## src/rtl/vga_band_fetch.sv

```systemverilog
// Pixel fetch engine: walks the active raster across BANDS memory banks with an
// accumulated line base, and aligns bank data or test patterns to the DAC outputs.
module vga_band_fetch #(
  parameter int H_ACTIVE   = 800,
  parameter int H_TOTAL    = 1040,
  parameter int V_ACTIVE   = 600,
  parameter int V_TOTAL    = 666,
  parameter int BANDS      = 4,
  parameter int BAND_LINES = 150,
  parameter int COLOR_W    = 8,
  parameter int ADDR_W     = 17,
  parameter int MEM_LAT    = 2,
  parameter int BAND_W     = 2
) (
  input  logic                   clk,
  input  logic                   rst_n,
  input  logic [10:0]            h_count,
  input  logic [9:0]             v_count,
  input  logic [1:0]             mode,
  input  logic [3*COLOR_W-1:0]   solid_rgb,
  output logic                   mem_rd,
  output logic [BAND_W-1:0]      mem_band,
  output logic [ADDR_W-1:0]      mem_addr,
  input  logic [3*COLOR_W-1:0]   mem_rdata,
  output logic [COLOR_W-1:0]     red,
  output logic [COLOR_W-1:0]     green,
  output logic [COLOR_W-1:0]     blue,
  output logic                   de,
  output logic                   frame_start
);

  localparam int LIB_W = (BAND_LINES > 1) ? $clog2(BAND_LINES) : 1;
  localparam int BAR_W = H_ACTIVE / 8;
  localparam int PW    = 3 * COLOR_W;
  localparam logic [10:0]       H_ACT     = 11'(H_ACTIVE);
  localparam logic [10:0]       H_LAST    = 11'(H_TOTAL - 1);
  localparam logic [9:0]        V_ACT     = 10'(V_ACTIVE);
  localparam logic [9:0]        V_LAST    = 10'(V_TOTAL - 1);
  localparam logic [LIB_W-1:0]  LIB_LAST  = LIB_W'(BAND_LINES - 1);
  localparam logic [BAND_W-1:0] BAND_LAST = BAND_W'(BANDS - 1);

  logic              active, fb, eol, fetch;
  logic [BAND_W-1:0] band;
  logic [LIB_W-1:0]  line_in_band;
  logic [ADDR_W-1:0] line_base;
  logic [1:0]        mode_q;
  logic              synced;

  logic [2:0]        bar_idx;
  logic [2:0]        bar_rgb;
  logic [PW-1:0]     pattern;

  logic [MEM_LAT:0]  vld_pipe;
  logic [MEM_LAT:0]  img_pipe;
  logic [PW-1:0]     pat_pipe [MEM_LAT+1];

  assign active = (h_count < H_ACT) && (v_count < V_ACT);
  assign fb     = (h_count == H_LAST) && (v_count == V_LAST);
  assign eol    = (h_count == H_LAST) && (v_count < V_ACT);
  assign fetch  = active && synced && (mode_q == 2'd0);

  // Bar index counts crossed boundaries, avoiding a divider on h_count.
  always_comb begin
    bar_idx = 3'd0;
    for (int i = 1; i < 8; i++) begin
      if (h_count >= 11'(i * BAR_W)) bar_idx = bar_idx + 3'd1;
    end
    case (bar_idx)
      3'd0:    bar_rgb = 3'b111;
      3'd1:    bar_rgb = 3'b110;
      3'd2:    bar_rgb = 3'b011;
      3'd3:    bar_rgb = 3'b010;
      3'd4:    bar_rgb = 3'b101;
      3'd5:    bar_rgb = 3'b100;
      3'd6:    bar_rgb = 3'b001;
      default: bar_rgb = 3'b000;
    endcase
    pattern = '0;
    case (mode_q)
      2'd1:    pattern = solid_rgb;
      2'd2:    pattern = {{COLOR_W{bar_rgb[2]}}, {COLOR_W{bar_rgb[1]}}, {COLOR_W{bar_rgb[0]}}};
      2'd3:    if (h_count[5] ^ v_count[5]) pattern = '1;
      default: pattern = '0;
    endcase
  end

  always_ff @(posedge clk) begin
    if (!rst_n) begin
      band         <= '0;
      line_in_band <= '0;
      line_base    <= '0;
      mode_q       <= 2'd0;
      synced       <= 1'b0;
      mem_rd       <= 1'b0;
      mem_addr     <= '0;
      mem_band     <= '0;
      frame_start  <= 1'b0;
      vld_pipe     <= '0;
      img_pipe     <= '0;
      for (int i = 0; i <= MEM_LAT; i++) pat_pipe[i] <= '0;
      de           <= 1'b0;
      red          <= '0;
      green        <= '0;
      blue         <= '0;
    end else begin
      frame_start <= fb;
      mem_rd      <= fetch;
      if (fetch) begin
        mem_addr <= line_base + ADDR_W'(h_count);
        mem_band <= band;
      end

      vld_pipe    <= {vld_pipe[MEM_LAT-1:0], active && synced};
      img_pipe    <= {img_pipe[MEM_LAT-1:0], mode_q == 2'd0};
      pat_pipe[0] <= pattern;
      for (int i = 1; i <= MEM_LAT; i++) pat_pipe[i] <= pat_pipe[i-1];

      de <= vld_pipe[MEM_LAT];
      if (!vld_pipe[MEM_LAT])     {red, green, blue} <= '0;
      else if (img_pipe[MEM_LAT]) {red, green, blue} <= mem_rdata;
      else                        {red, green, blue} <= pat_pipe[MEM_LAT];

      // Settings only change at the frame boundary so a frame never tears.
      if (fb) begin
        band         <= '0;
        line_in_band <= '0;
        line_base    <= '0;
        mode_q       <= mode;
        synced       <= 1'b1;
      end else if (eol) begin
        if (line_in_band == LIB_LAST) begin
          band         <= (band == BAND_LAST) ? '0 : band + BAND_W'(1);
          line_in_band <= '0;
          line_base    <= '0;
        end else begin
          line_in_band <= line_in_band + LIB_W'(1);
          line_base    <= line_base + ADDR_W'(H_ACTIVE);
        end
      end
    end
  end

endmodule

```

## config.mk

```make
export PLATFORM = sky130hd
export DESIGN_NAME = vga_band_fetch
export DESIGN_NICKNAME = d
export VERILOG_FILES = /design/src/rtl/vga_band_fetch.sv
export SDC_FILE = /design/constraint.sdc
export NUM_CORES = 1
export LEC_CHECK = 0
export CORE_UTILIZATION = 60
export DETAILED_ROUTE_END_ITERATION = 8
export DONT_BUFFER_PORTS = 1
export HOLD_SLACK_MARGIN = 0.1
export MAX_ROUTING_LAYER = met4
export PLACE_DENSITY_LB_ADDON = 0.1
export SLEW_MARGIN = 20
export SYNTH_ARGS = -nofsm -noshare
export SYNTH_HDL_FRONTEND = slang
export SYNTH_SLANG_ARGS = --single-unit
```

## constraint.sdc

```tcl
create_clock -name clk -period 9.23 [get_ports clk]
set_input_delay 1.3845 -clock clk [delete_from_list [all_inputs] [get_ports clk]]
set_output_delay 1.3845 -clock clk [all_outputs]
set_load 0.05 [all_outputs]
```

==> impl_metrics.json <==
{
  "status": "finished, final reports clean",
  "die_w_um": 100.3,
  "setup_ws_ps": 4531,
  "coreArea_um2": 9284,
  "fp-row-count": 35,
  "htreeDepth": 4,
  "path_cells": "nor2_1, and3_1, ha_1, xor2_1, ha_1, inv_1, a21boi_0, ha_1, mux2_2, ha_1, o211ai_1, nor2b_1, ha_1, a21oi_1, o21a_1, o21ai_1, a21oi_1",
  "dp_worst_setup_slack_ps": 4008,
  "postSynthCellCount": 589,
  "synth_xor_area_share_pct": 5.069,
  "antenna_found_initial": 0,
  "cap_violations": 0,
  "cts_root_buf": "clkbuf_8",
  "rsz0062_at_grt": "false",
  "firstDrtPassIters": 4,
  "fillers": 720,
  "worstMarginPinSlew_ps": 1055,
  "async_reset_ff_share_pct": 0,
  "dieArea_um2": 10070,
  "drt_drc_violations_left": 0,
  "syn_to_final_growth_pct": 10.83,
  "synth-edff-count": 0,
  "yosys.area_share.simple_pct": 19.61,
  "startpoint_type": "input pin",
  "finalSetupViolations": 0,
  "cp_max_fo": 8,
  "min_from": "pat_pipe[0][33]",
  "grt_pass1_vias": 3806,
  "netlist_area_um2": 5801,
  "ys_seq_elements": 149,
  "antenna_left": 0,
  "arrival_ps": 5080,
  "reg2reg_to": "mem_addr[12]",
  "worstHoldEndpoint": "pat_pipe[0][57]",
  "diodes": 0,
  "hold_path.class": "reg -> reg",
  "synth_top_family_by_area": "simple AND/OR/NAND/NOR gates",
  "die_h_um": 100.3,
  "cp_top_family": "adder cells",
  "boundaryPins": 119,
  "initial_core_util_pct": 62.48,
  "yosys.area_share.adder_pct": 3.451,
  "synth_nets": 678,
  "power_mw": 1.377,
  "leakagePower_nw": 2.497,
  "finalSetupTns_ps": 0,
  "drtIter0Drc": 108,
  "seq_area_frac_synth_pct": 51.42,
  "layout-drive-gt1-share_pct": 7.912,
  "worst-r2r-cell-count": 7,
  "gr-total-overflow": 0,
  "viasPerCell": 5.369,
  "path_buf_inv": 1,
  "vias": 3882,
  "worstReg2RegStart": "line_base[6]",
  "relSlewSlack_pct": 29.54,
  "clk_pin_slew_ps": 60,
  "portBuffers": 0,
  "synth_cell_types": 56,
  "hpwlAfterDp_um": 7871,
  "clockBufferDepth": 2,
  "placed_cells": 692,
  "cts_tree": "built",
  "hold_viol_final": 0,
  "vdd_ir_drop_max_mv": 0.1355,
  "syn_avg_cell_area_um2": 9.848,
  "r2r_slack_ps": 6760,
  "wl_per_cell_um": 15.40,
  "multi_input_area_um2": 2635,
  "ctsResizeCount": 0,
  "synth-compound-area-share_pct": 10.38,
  "holdPathStages": 1,
  "yosysWarnings": 0,
  "hold_buffers": 0,
  "final.period_utilization_pct": 50.91,
  "fin_skew_ps": 5.984,
  "crit_top_cell": "ha_1",
  "grt_pass1_wl_um": 17960,
  "grt_usage_pct": 24.31,
  "yosys_most_used_dff": "dfxtp_1",
  "cp-end-kind": "register",
  "crit_slowest_cell": "nor2_1",
  "finalWirelength_um": 11140,
  "numClockSinks": 149,
  "critPathMaxStageDelay_ps": 340,
  "power.density_nw_per_um2": 214.3,
  "synth_mux_area_share_pct": 6.924,
  "seqCellArea_um2": 2983,
  "final_max_slew_viol_count": 0,
  "fin_cells": 723,
  "required_ps": 9610,
  "post_cts_buffers": 0,
  "cts-buffers-inserted": 17,
  "period_needed_ps": 4699,
  "clock_latency_ps": 530,
  "holdWs_ps": 425.0,
  "clock.fmax_mhz": 212.8,
  "crit_type": "in -> reg",
  "final_nets": 671,
  "grt_max_degree": 68,
  "gp_congestion": 0.8626
}
[stage by stage]
step           area [µm²]  utilization (%)
3_3_place_gp         5843            62.94
6_report             6429            69.25
2_1_floorplan        5801                -
4_1_cts              6429            69.25
5_1_grt              6429            69.25
3_5_place_dp         5843            62.94
[report_power, final]
| part | leakage [nW] | total (mW) | internal (mW) | switching, mW |
|---|---|---|---|---|
| Combinational | 1.01 | 0.0531 | 0.0238 | 0.0293 |
| Sequential | 1.20 | 0.644 | 0.644 | 0.000155 |
| Clock | 0.282 | 0.680 | 0.419 | 0.261 |
[sequential cells by signal (all words and copies together), names as in the netlist]
name	flops
mem_addr	17
pat_pipe	72
de	1
red	8
band	2
line_base	12
mem_band	2
synced	1
img_pipe	3
frame_start	1
line_in_band	8
blue	8
mode_q	2
vld_pipe	3
green	8
mem_rd	1
[cells by family (layout without fill, tap and decap cells)]
family | count (synthesis) | in the layout
multiplexers | 40 | 40
flip-flops | 149 | 149
adder cells (fa/ha/maj) | 16 | 16
buffers and inverters | 41 | 46
XOR/XNOR | 32 | 32
AND/OR/NAND/NOR | 219 | 219
AO/OA/AOI/OAI | 92 | 92
[worst reg2reg max path, stage by stage, from the launching register on]
cell and delay [ps]:
dfxtp_1 390, ha_1 280, a21o_1 200, a21o_1 240, a2111oi_2 760, nor3b_1 170
xnor2_1 190, a21oi_1 90
[final cells by class]
class                   instances  area share [%]
well taps                     129           2.511
flip-flops and latches        149           46.40
clock inverters                11           2.336
repair buffers                  2          0.2336
multi-input cells             399           40.99
inverters                      13          0.7590
clock buffers                  20           6.773
[cells in the mapped netlist (5+ instances only)]
| master | number | area share [%] |
|---|---|---|
| nand2_1 | 38 | 2.5 |
| o21ai_0 | 20 | 1.7 |
| nand4_1 | 11 | 1.2 |
| ha_1 | 16 | 3.5 |
| and3_1 | 8 | 0.86 |
| nor2_1 | 67 | 4.3 |
| a21oi_1 | 40 | 3.5 |
| mux2i_1 | 39 | 6.7 |
| dfxtp_1 | 149 | 51 |
| inv_1 | 12 | 0.78 |
| buf_2 | 5 | 0.43 |
| and2_1 | 54 | 5.8 |
| nand3_1 | 9 | 0.78 |
| xnor2_1 | 11 | 1.7 |
| xor2_1 | 20 | 3.0 |
| nor3_1 | 7 | 0.60 |
| clkbuf_1 | 19 | 1.2 |
[metal layers]
layer / GRT usage [%] / vias to the layer above / part of all wire, %
met5: - / - / 0
met4: 9.030 / 0 / 0.63
met3: 9.331 / 9 / 7.2
met2: 37.62 / 108 / 47
met1: 28.70 / 1773 / 45
li1: - / 1992 / -
[layout by cell type (no fill, tap or decap), types with 3 or more instances in the layout]
| cell type | netlist | routed |
|---|---|---|
| ha_1 | 16 | 16 |
| nand2_1 | 38 | 38 |
| nor3_1 | 7 | 7 |
| bufinv_16 | 0 | 3 |
| inv_1 | 12 | 12 |
| xor2_1 | 20 | 20 |
| inv_6 | 0 | 3 |
| xnor2_1 | 11 | 11 |
| and3_1 | 8 | 8 |
| a21oi_1 | 40 | 40 |
| o21ai_1 | 3 | 3 |
| nor2_1 | 67 | 67 |
| nor2b_1 | 4 | 4 |
| nor3b_1 | 3 | 3 |
| dfxtp_1 | 149 | 149 |
| nor4b_1 | 4 | 4 |
| mux2i_1 | 39 | 39 |
| and2_1 | 54 | 54 |
| or3_1 | 4 | 4 |
| a21o_1 | 4 | 4 |
| o21ai_0 | 20 | 20 |
| nand4_1 | 11 | 11 |
| nand3_1 | 9 | 9 |
| or2_2 | 3 | 3 |
| clkbuf_16 | 0 | 16 |
[worst max path at each step]
stage | from | end | slack (ps) | cells past startpoint
floorplan | h_count[8] | pat_pipe[0][23] | 4220 | 18
global placement | h_count[4] | pat_pipe[0][23] | 4090 | 17
detailed placement | h_count[9] | pat_pipe[0][17] | 4010 | 17
CTS | h_count[9] | pat_pipe[0][17] | 4550 | 17
global route | h_count[9] | pat_pipe[0][21] | 4220 | 19
finish | h_count[9] | pat_pipe[0][17] | 4530 | 17
(Power assumes the default switching activity.)
